$ cat src/rtl/pulse_receiver_duration_capture.sv
// Measures constant-level segments on an asynchronous line in prescaled ticks and
// presents each finished segment as a {level, duration, idle} symbol on a valid/ready register.
module pulse_receiver_duration_capture #(
  parameter int unsigned PRESCALER_WIDTH = 16,
  parameter int unsigned TIMER_WIDTH     = 8
) (
  input  logic                               clk,
  input  logic                               sys_rst_n,
  input  logic                               en,
  input  logic                               invert,
  input  logic [$clog2(PRESCALER_WIDTH)-1:0] prescaler,
  input  logic [TIMER_WIDTH-1:0]             idle_threshold,
  input  logic                               sig_in,
  output logic                               data_valid,
  input  logic                               data_ready,
  output logic                               data_level,
  output logic [TIMER_WIDTH-1:0]             data_duration,
  output logic                               data_idle,
  output logic                               overflow,
  input  logic                               overflow_clr
);

  typedef enum logic [0:0] {StIdle, StMeasure} state_e;

  state_e                     state_q, state_d;
  logic                       sync1_q, sync2_q, level_q;
  logic                       sig_s, sig_edge;
  logic [PRESCALER_WIDTH-1:0] pre_q, pre_d, pre_reload;
  logic [TIMER_WIDTH-1:0]     cnt_q, cnt_d, cnt_inc;
  logic                       tick, timeout;
  logic                       push, push_level, push_idle;
  logic [TIMER_WIDTH-1:0]     push_dur;
  logic                       valid_q, valid_d, level_out_q, level_out_d;
  logic                       idle_out_q, idle_out_d, ovf_q, ovf_d;
  logic [TIMER_WIDTH-1:0]     dur_q, dur_d;
  logic                       accept, load, drop;

  assign sig_s      = sync2_q ^ invert;
  assign sig_edge   = sig_s != level_q;
  assign pre_reload = (PRESCALER_WIDTH'(1) << prescaler) - PRESCALER_WIDTH'(1);
  assign cnt_inc    = (cnt_q == '1) ? cnt_q : cnt_q + TIMER_WIDTH'(1);
  assign tick       = en && (state_q == StMeasure) && !sig_edge && (pre_q == '0);
  // Guard on cnt_q keeps a saturated count from re-firing the timeout every tick.
  assign timeout    = tick && (idle_threshold != '0) && (cnt_inc == idle_threshold) &&
                      (cnt_q != idle_threshold);

  // State register
  always_ff @(posedge clk or negedge sys_rst_n) begin
    if (!sys_rst_n) begin
      state_q <= StIdle;
    end else begin
      state_q <= state_d;
    end
  end

  // Next-state logic
  always_comb begin
    state_d = state_q;
    if (!en) begin
      state_d = StIdle;
    end else begin
      unique case (state_q)
        StIdle:    if (sig_edge) state_d = StMeasure;
        StMeasure: if (!sig_edge && timeout) state_d = StIdle;
        default:   state_d = StIdle;
      endcase
    end
  end

  // Output logic: symbol push requests
  always_comb begin
    push       = 1'b0;
    push_level = level_q;
    push_dur   = cnt_q;
    push_idle  = 1'b0;
    if (en && (state_q == StMeasure)) begin
      if (sig_edge) begin
        push = 1'b1;
      end else if (timeout) begin
        push      = 1'b1;
        push_dur  = idle_threshold;
        push_idle = 1'b1;
      end
    end
  end

  // Prescaler and duration counters
  always_comb begin
    pre_d = '0;
    cnt_d = '0;
    if (en) begin
      if (sig_edge) begin
        pre_d = pre_reload;
      end else if (state_q == StMeasure) begin
        if (pre_q == '0) begin
          pre_d = pre_reload;
          cnt_d = cnt_inc;
        end else begin
          pre_d = pre_q - PRESCALER_WIDTH'(1);
          cnt_d = cnt_q;
        end
      end
    end
  end

  // One-entry output register; a push into a full, stalled register is dropped.
  always_comb begin
    accept      = valid_q && data_ready;
    load        = push && (!valid_q || data_ready);
    drop        = push && valid_q && !data_ready;
    valid_d     = valid_q;
    level_out_d = level_out_q;
    dur_d       = dur_q;
    idle_out_d  = idle_out_q;
    ovf_d       = ovf_q;
    if (accept) valid_d = 1'b0;
    if (load) begin
      valid_d     = 1'b1;
      level_out_d = push_level;
      dur_d       = push_dur;
      idle_out_d  = push_idle;
    end
    if (overflow_clr) ovf_d = 1'b0;
    if (drop) ovf_d = 1'b1;
  end

  always_ff @(posedge clk or negedge sys_rst_n) begin
    if (!sys_rst_n) begin
      sync1_q     <= 1'b0;
      sync2_q     <= 1'b0;
      level_q     <= 1'b0;
      pre_q       <= '0;
      cnt_q       <= '0;
      valid_q     <= 1'b0;
      level_out_q <= 1'b0;
      dur_q       <= '0;
      idle_out_q  <= 1'b0;
      ovf_q       <= 1'b0;
    end else begin
      sync1_q     <= sig_in;
      sync2_q     <= sync1_q;
      level_q     <= sig_s;
      pre_q       <= pre_d;
      cnt_q       <= cnt_d;
      valid_q     <= valid_d;
      level_out_q <= level_out_d;
      dur_q       <= dur_d;
      idle_out_q  <= idle_out_d;
      ovf_q       <= ovf_d;
    end
  end

  assign data_valid    = valid_q;
  assign data_level    = level_out_q;
  assign data_duration = dur_q;
  assign data_idle     = idle_out_q;
  assign overflow      = ovf_q;

endmodule
$ cat config.mk
export PLATFORM = sky130hd
export DESIGN_NAME = pulse_receiver_duration_capture
export DESIGN_NICKNAME = d
export VERILOG_FILES = /design/src/rtl/pulse_receiver_duration_capture.sv
export SDC_FILE = /design/constraint.sdc
export NUM_CORES = 1
export LEC_CHECK = 0
export ABC_AREA = 1
export BUFFER_PORTS_ARGS = -buffer_cell sky130_fd_sc_hd__buf_2
export CAP_MARGIN = 20
export CORE_MARGIN = 5
export CORE_UTILIZATION = 35
export CTS_CLUSTER_SIZE = 30
export DETAILED_ROUTE_END_ITERATION = 16
export PLACE_DENSITY = 0.57
export SYNTH_ARGS = -nofsm -noshare
export SYNTH_HDL_FRONTEND = slang
export SYNTH_SLANG_ARGS = --single-unit
$ cat constraint.sdc
create_clock -name clk -period 5.2 [get_ports clk]
set_input_delay 0.78 -clock clk [delete_from_list [all_inputs] [get_ports clk]]
set_output_delay 0.78 -clock clk [all_outputs]
set_load 0.03 [all_outputs]
; ---- Word-level counts from Yosys, hierarchy flattened
; Index checks and enable logic that the tools add are counted.
[totals]
reg_bits = 40
wordCells = 66
[op_classes]
n_mux = 25
eq_ne = 5
n_shift = 1
n_reduce_logical = 19
bitwise = 2
addsub = 3
[op_table]
columns = cell, count
row1 = $mux W16, 4
row2 = $mux W8, 8
row3 = $logic_not A16 Y1, 1
row4 = $shl A1 B4 Y16 const A, 1
row5 = $sub A16 B1 Y16 const B, 1
row6 = $sub A16 B2 Y16 const B, 1
row7 = $mux W1, 12
row8 = $logic_and A1 B1 Y1, 11
row9 = $add A8 B1 Y8 const B, 1
row10 = $eq A8 B8 Y1, 1
row11 = $eq A8 B8 Y1 const B, 1
row12 = $ne A8 B8 Y1, 1
row13 = $reduce_bool A8 Y1, 1
row14 = $ne A4 B2 Y1 const B, 1
row15 = $reduce_bool A2 Y1, 2
row16 = $logic_not A1 Y1, 3
row17 = $pmux W1 S2, 1
row18 = $logic_or A1 B1 Y1, 1
row19 = $ne A1 B1 Y1, 1
row20 = $not A1 Y1, 1
row21 = $xor A1 B1 Y1, 1

; ---- Logic depth before layout (Yosys ltp)
[logic_depth]
word_depth = 14
depth_mapped = 15
depth_no_buf = 14

; ---- Worst setup path after synthesis
; No wires, ideal clock.
[synth_timing]
kind = input port to flip-flop
startpoint = in invert
endpoint = reg dur_q[0], in the netlist data_duration[0]
slack_ns = 2.977
path_stages = 14
required_ns = 5.079
n_path_buf = 1
arrival_ns = 2.103
cell_sequence = inv_1 > nand2_2 > nand2_2 > nand2_1 > nand2_2 > nor2_2 > nand2_1 > nor2_2 > nand4_4 > o21bai_4 > nand3_2 > buf_6 > nand2_2 > o21ai_2
[synth_between]
elab_chain_cells = 12
word_cells_on_any_way = 15
cone_classes = eq/ne: 1 / mux: 6 / bitwise: 1 / reduce/logical: 7
[synth_rtl]
columns = element, line_no
row1 = from (decl), 10  ; input logic invert,
row2 = $xor A1 B1 Y1 *, 38  ; assign sig_s = sync2_q ^ invert;
row3 = net sig_s, 27  ; logic sig_s, sig_edge;
row4 = $ne A1 B1 Y1 *, 39  ; assign sig_edge = sig_s != level_q;
row5 = $logic_not A1 Y1, 42  ; assign tick = en && (state_q == StMeasure) && !sig_edge && (pre_q == '0);
row6 = $logic_and A1 B1 Y1 (2 in series), 42
row7 = $logic_and A1 B1 Y1 (3 in series), 44  ; assign timeout = tick && (idle_threshold != '0) && (cnt_inc == idle_threshold) &&
row8 = $mux W1, 79  ; end else if (timeout) begin
row9 = $mux W1, 77  ; if (sig_edge) begin
row10 = $mux W1, 76  ; if (en && (state_q == StMeasure)) begin
row11 = $logic_and A1 B1 Y1, 109  ; load = push && (!valid_q || data_ready);
row12 = to (signal assigned), 147  ; dur_q <= dur_d;
row13 = to (decl), 35  ; logic [TIMER_WIDTH-1:0] dur_q, dur_d;
; Mark *: on every way through the listed nets, which the timed path passes. The rest lies on a longest branch.
; A chain may end at the register's enable or synchronous reset.

; ---- Worst setup path after layout
[layout_timing]
startpoint = reg cnt_q[0]
endpoint = reg dur_q[3], in the netlist data_duration[3]
[layout_between]
elab_chain_cells = 9
word_cells_on_any_way = 14
cone_classes = add/sub: 1 / eq/ne: 3 / mux: 7 / reduce/logical: 3
[layout_rtl]
columns = element, line_no
row1 = from (decl), 29  ; logic [TIMER_WIDTH-1:0] cnt_q, cnt_d, cnt_inc;
row2 = from (signal assigned), 144  ; cnt_q <= cnt_d;
row3 = $add A8 B1 Y8 or $eq A8 B8 Y1 (tied branches), 41  ; assign cnt_inc = (cnt_q == '1) ? cnt_q : cnt_q + TIMER_WIDTH'(1);
row4 = $mux W8, 41
row5 = $eq A8 B8 Y1, 44
row6 = $logic_and A1 B1 Y1, 44
row7 = $logic_and A1 B1 Y1 *, 44
row8 = $mux W1, 79
row9 = $mux W1, 77
row10 = $mux W1, 76
row11 = $logic_and A1 B1 Y1, 109
; Every way passes the cells marked *; elsewhere a longest branch is shown, timed or not.

==> run_results.csv <==
group,metric,value,unit
die,dieArea,0.00986,mm2
run,maxCapViolCount,0,
clock_network,htree_levels,2,
detailed_routing,routed_wl,6780,um
global_routing,gr-total-overflow,0,
detailed_routing,vias_per_cell,4.92,
setup_path,r2r-start,"cnt_q[0]",
setup_path,r2r.worst_path.cells,13,
setup_path,critPathKind,"flip-flop to flip-flop",
sta,setup_tns,0,ns
die,initial_core_util,0.361,
placement,port_buffers,30,
die,die-width,99.3,um
synthesis,synth_cell_types,37,
global_routing,grt_pass1_wl,11100,um
pwr,ir_worst_vdd,0.166,mV
die,boundaryPins,31,
global_routing,grt_pass1_vias,2322,
synthesis,synth-simple-area-share,0.327,
pwr,powerDensity,289,mW/mm2
setup_path,crit_required,5.39,ns
layout,syn2layout_area_growth,11.8,%
clock_network,cts.path.max_buffers,2,
clock_network,clkTransAtPathRegs,0.09,ns
synthesis,synth_fa_ha_area_frac,0.0179,
global_routing,grt_start_max_net_pins,41,
sta,whs,0.353,ns
placement,dp_hpwl,5310,um
layout,multi_input_area,0.00152,mm2
synthesis,synth_xor_area_frac,0.0498,
synthesis,synthesis.area,0.00279,mm2
sta,post-route-period-util,0.548,
layout,nFillCells,832,
die,rows,32,
layout,drive_above_1_share,0.228,
synthesis,synth_mux_area_frac,0,
worst_hold_path,hp-class,"flip-flop to flip-flop",
sta,fmax,0.351,GHz
clock_network,cts_root_buf,"clkbuf_8",
detailed_routing,drc,0,
detailed_routing,firstDrtPassIters,7,
pwr,leakage,1.49,nW
clock_network,cts_setup_buffers,0,
detailed_routing,vias,2491,
setup_path,worstSetupEndpointType,"flip-flop",
sta,finClkSkew,0.00778,ns
die,dieHeight,99.3,um
synthesis,syn-num-nets,396,
setup_path,r2r_end,"data_duration[3]",
sta,max_slew_margin,0.378,
setup_path,critPathLaunch,"cnt_q[0]",
clock_network,postCtsResizedCells,0,
synthesis,synth_compound_area_frac,0.151,
setup_path,regToRegSetupSlack,2.35,ns
detailed_routing,drt-wirelength-per-cell,13.4,um
pwr,finalPower,0.900,mW
sta,finalHoldViolCount,0,
clock_network,cts_sinks,40,
synthesis,synth_area_per_cell,7.48,um2
sta,worst_pin_slew,0.933,ns
outcome,status,"complete, no violations",
detailed_routing,detail-route-antenna-nets,0,
layout,regArea,0.00100,mm2
synthesis,ys_seq_elements,40,
clock_network,clk_latency,0.31,ns
synthesis,yosysSeqAreaShare,0.359,
clock_network,cts_made_buffers,5,
setup_path,arrival,3.04,ns
synthesis,yosysWarningCount,0,
synthesis,synth_top_family_by_area,"simple AND/OR/NAND/NOR gates",
synthesis,synth_cells,373,
sta,slew_violations,0,
sta,grt_setup_unrepaired,"no",
layout,nets,426,
global_routing,track_usage,0.141,
sta,finalWorstPathRequiredPeriod,2.85,ns
detailed_routing,first_iter_violations,115,
die,core-area,0.00773,mm2
global_routing,antenna_found_initial,0,
placement,place.gp.congestion,0.853,
clock_network,cts_hold_buffers,0,
setup_path,crit_end,"data_duration[3]",
sta,setup_viol,0,
setup_path,critPathMaxFanout,20,
layout,antennaDiodeCount,0,
clock_network,cts_tree,"done",
setup_path,start_kind,"flip-flop",
logic make-up (layout without fill, tap and decap cells):
family,after synthesis,count (layout)
and+or+nand+nor,188,188
AOI/OAI and AO/OA,65,65
buffers and inverters,61,92
DFF,40,40
xor gates and xnor gates,15,15
adders and majority gates,4,4
metrics by stage:
stage / cell area, um2 / setup WS [ns] / instances / util
2_1_floorplan: 2790 / 2.98 / 373 / -
3_3_place_gp: 3000 / 2.27 / 498 / 0.389
3_5_place_dp: 3000 / 2.25 / 498 / 0.389
4_1_cts: 3120 / 2.32 / 506 / 0.404
5_1_grt: 3120 / 2.02 / 506 / 0.404
6_report: 3120 / 2.35 / 506 / 0.404
metal layers:
layer  GRT usage  part of all wire
met1       0.191              0.47
met2       0.219              0.44
met3      0.0358             0.063
met4      0.0483             0.026
met5           0                 0
worst max-delay path, stage by stage, from the launching register on:
cell and delay, ns:
dfrtp_1 0.51, ha_1 0.30, nand2_1 0.11, nor2_4 0.14
nand3_2 0.22, nand2_1 0.17, nand2_1 0.06, nand2_1 0.05
nand2_1 0.06, nand3b_4 0.22, o21bai_4 0.18, nand3_2 0.44
nand2_2 0.20, o21ai_2 0.06
final cells by class:
cell class | instances | share of cell area
Tap cell | 102 | 0.0409
Clock buffer | 5 | 0.0221
Clock inverter | 3 | 0.0148
Multi-Input combinational cell | 272 | 0.488
Sequential cell | 40 | 0.321
Timing Repair Buffer | 30 | 0.0481
Inverter | 54 | 0.0650
registers in the layout (all words and copies together), names as in the netlist:
name	cells
pre_q	16
cnt_q	8
data_duration	8
data_idle	1
data_level	1
data_valid	1
level_q	1
overflow	1
state_q	1
sync1_q	1
sync2_q	1
cell usage after synthesis, drive strengths merged:
master   count  share of area
nand3       26          0.052
nand4        7          0.021
a21oi       13          0.025
clkbuf       1         0.0013
a211oi       3         0.0081
a221oi       5          0.016
xor2        11          0.037
nand2      103           0.15
inv         54          0.073
nor2        44          0.078
a32o         1         0.0036
a31oi        2         0.0045
ha           4          0.018
nor3         5         0.0090
or2          1         0.0022
xnor2        4          0.013
o22ai        3         0.0067
buf          6          0.022
a21boi       1         0.0027
nand3b       2         0.0099
dfrtp       40           0.36
o21bai       1         0.0067
o21ai       35          0.075
o2111ai      1         0.0031
worst min-delay path by stage:
stage,cells past startpoint,endpoint,slack (ns),from
6_report,0,sync2_q,0.35,sync1_q
2_1_floorplan,0,sync2_q,0.33,sync1_q
3_5_place_dp,0,sync2_q,0.34,sync1_q
4_1_cts,0,sync2_q,0.36,sync1_q
3_3_place_gp,0,sync2_q,0.33,sync1_q
5_1_grt,0,sync2_q,0.38,sync1_q
where the power goes:
part | internal, mW | leakage (nW) | switching, mW
logic | 0.0870 | 0.895 | 0.178
clock network | 0.145 | 0.0548 | 0.128
registers | 0.341 | 0.539 | 0.0215
layout by cell type, fill, tap and decap left out, types with 10 or more instances in the layout:
master,count
dfrtp_1,40
buf_2,30
nand3_1,23
nor2_1,32
a21oi_1,12
nand2_2,18
nand2_1,85
inv_1,48
o21ai_0,17
xor2_1,10
No activity file was read; power rests on OpenSTA's default activity.
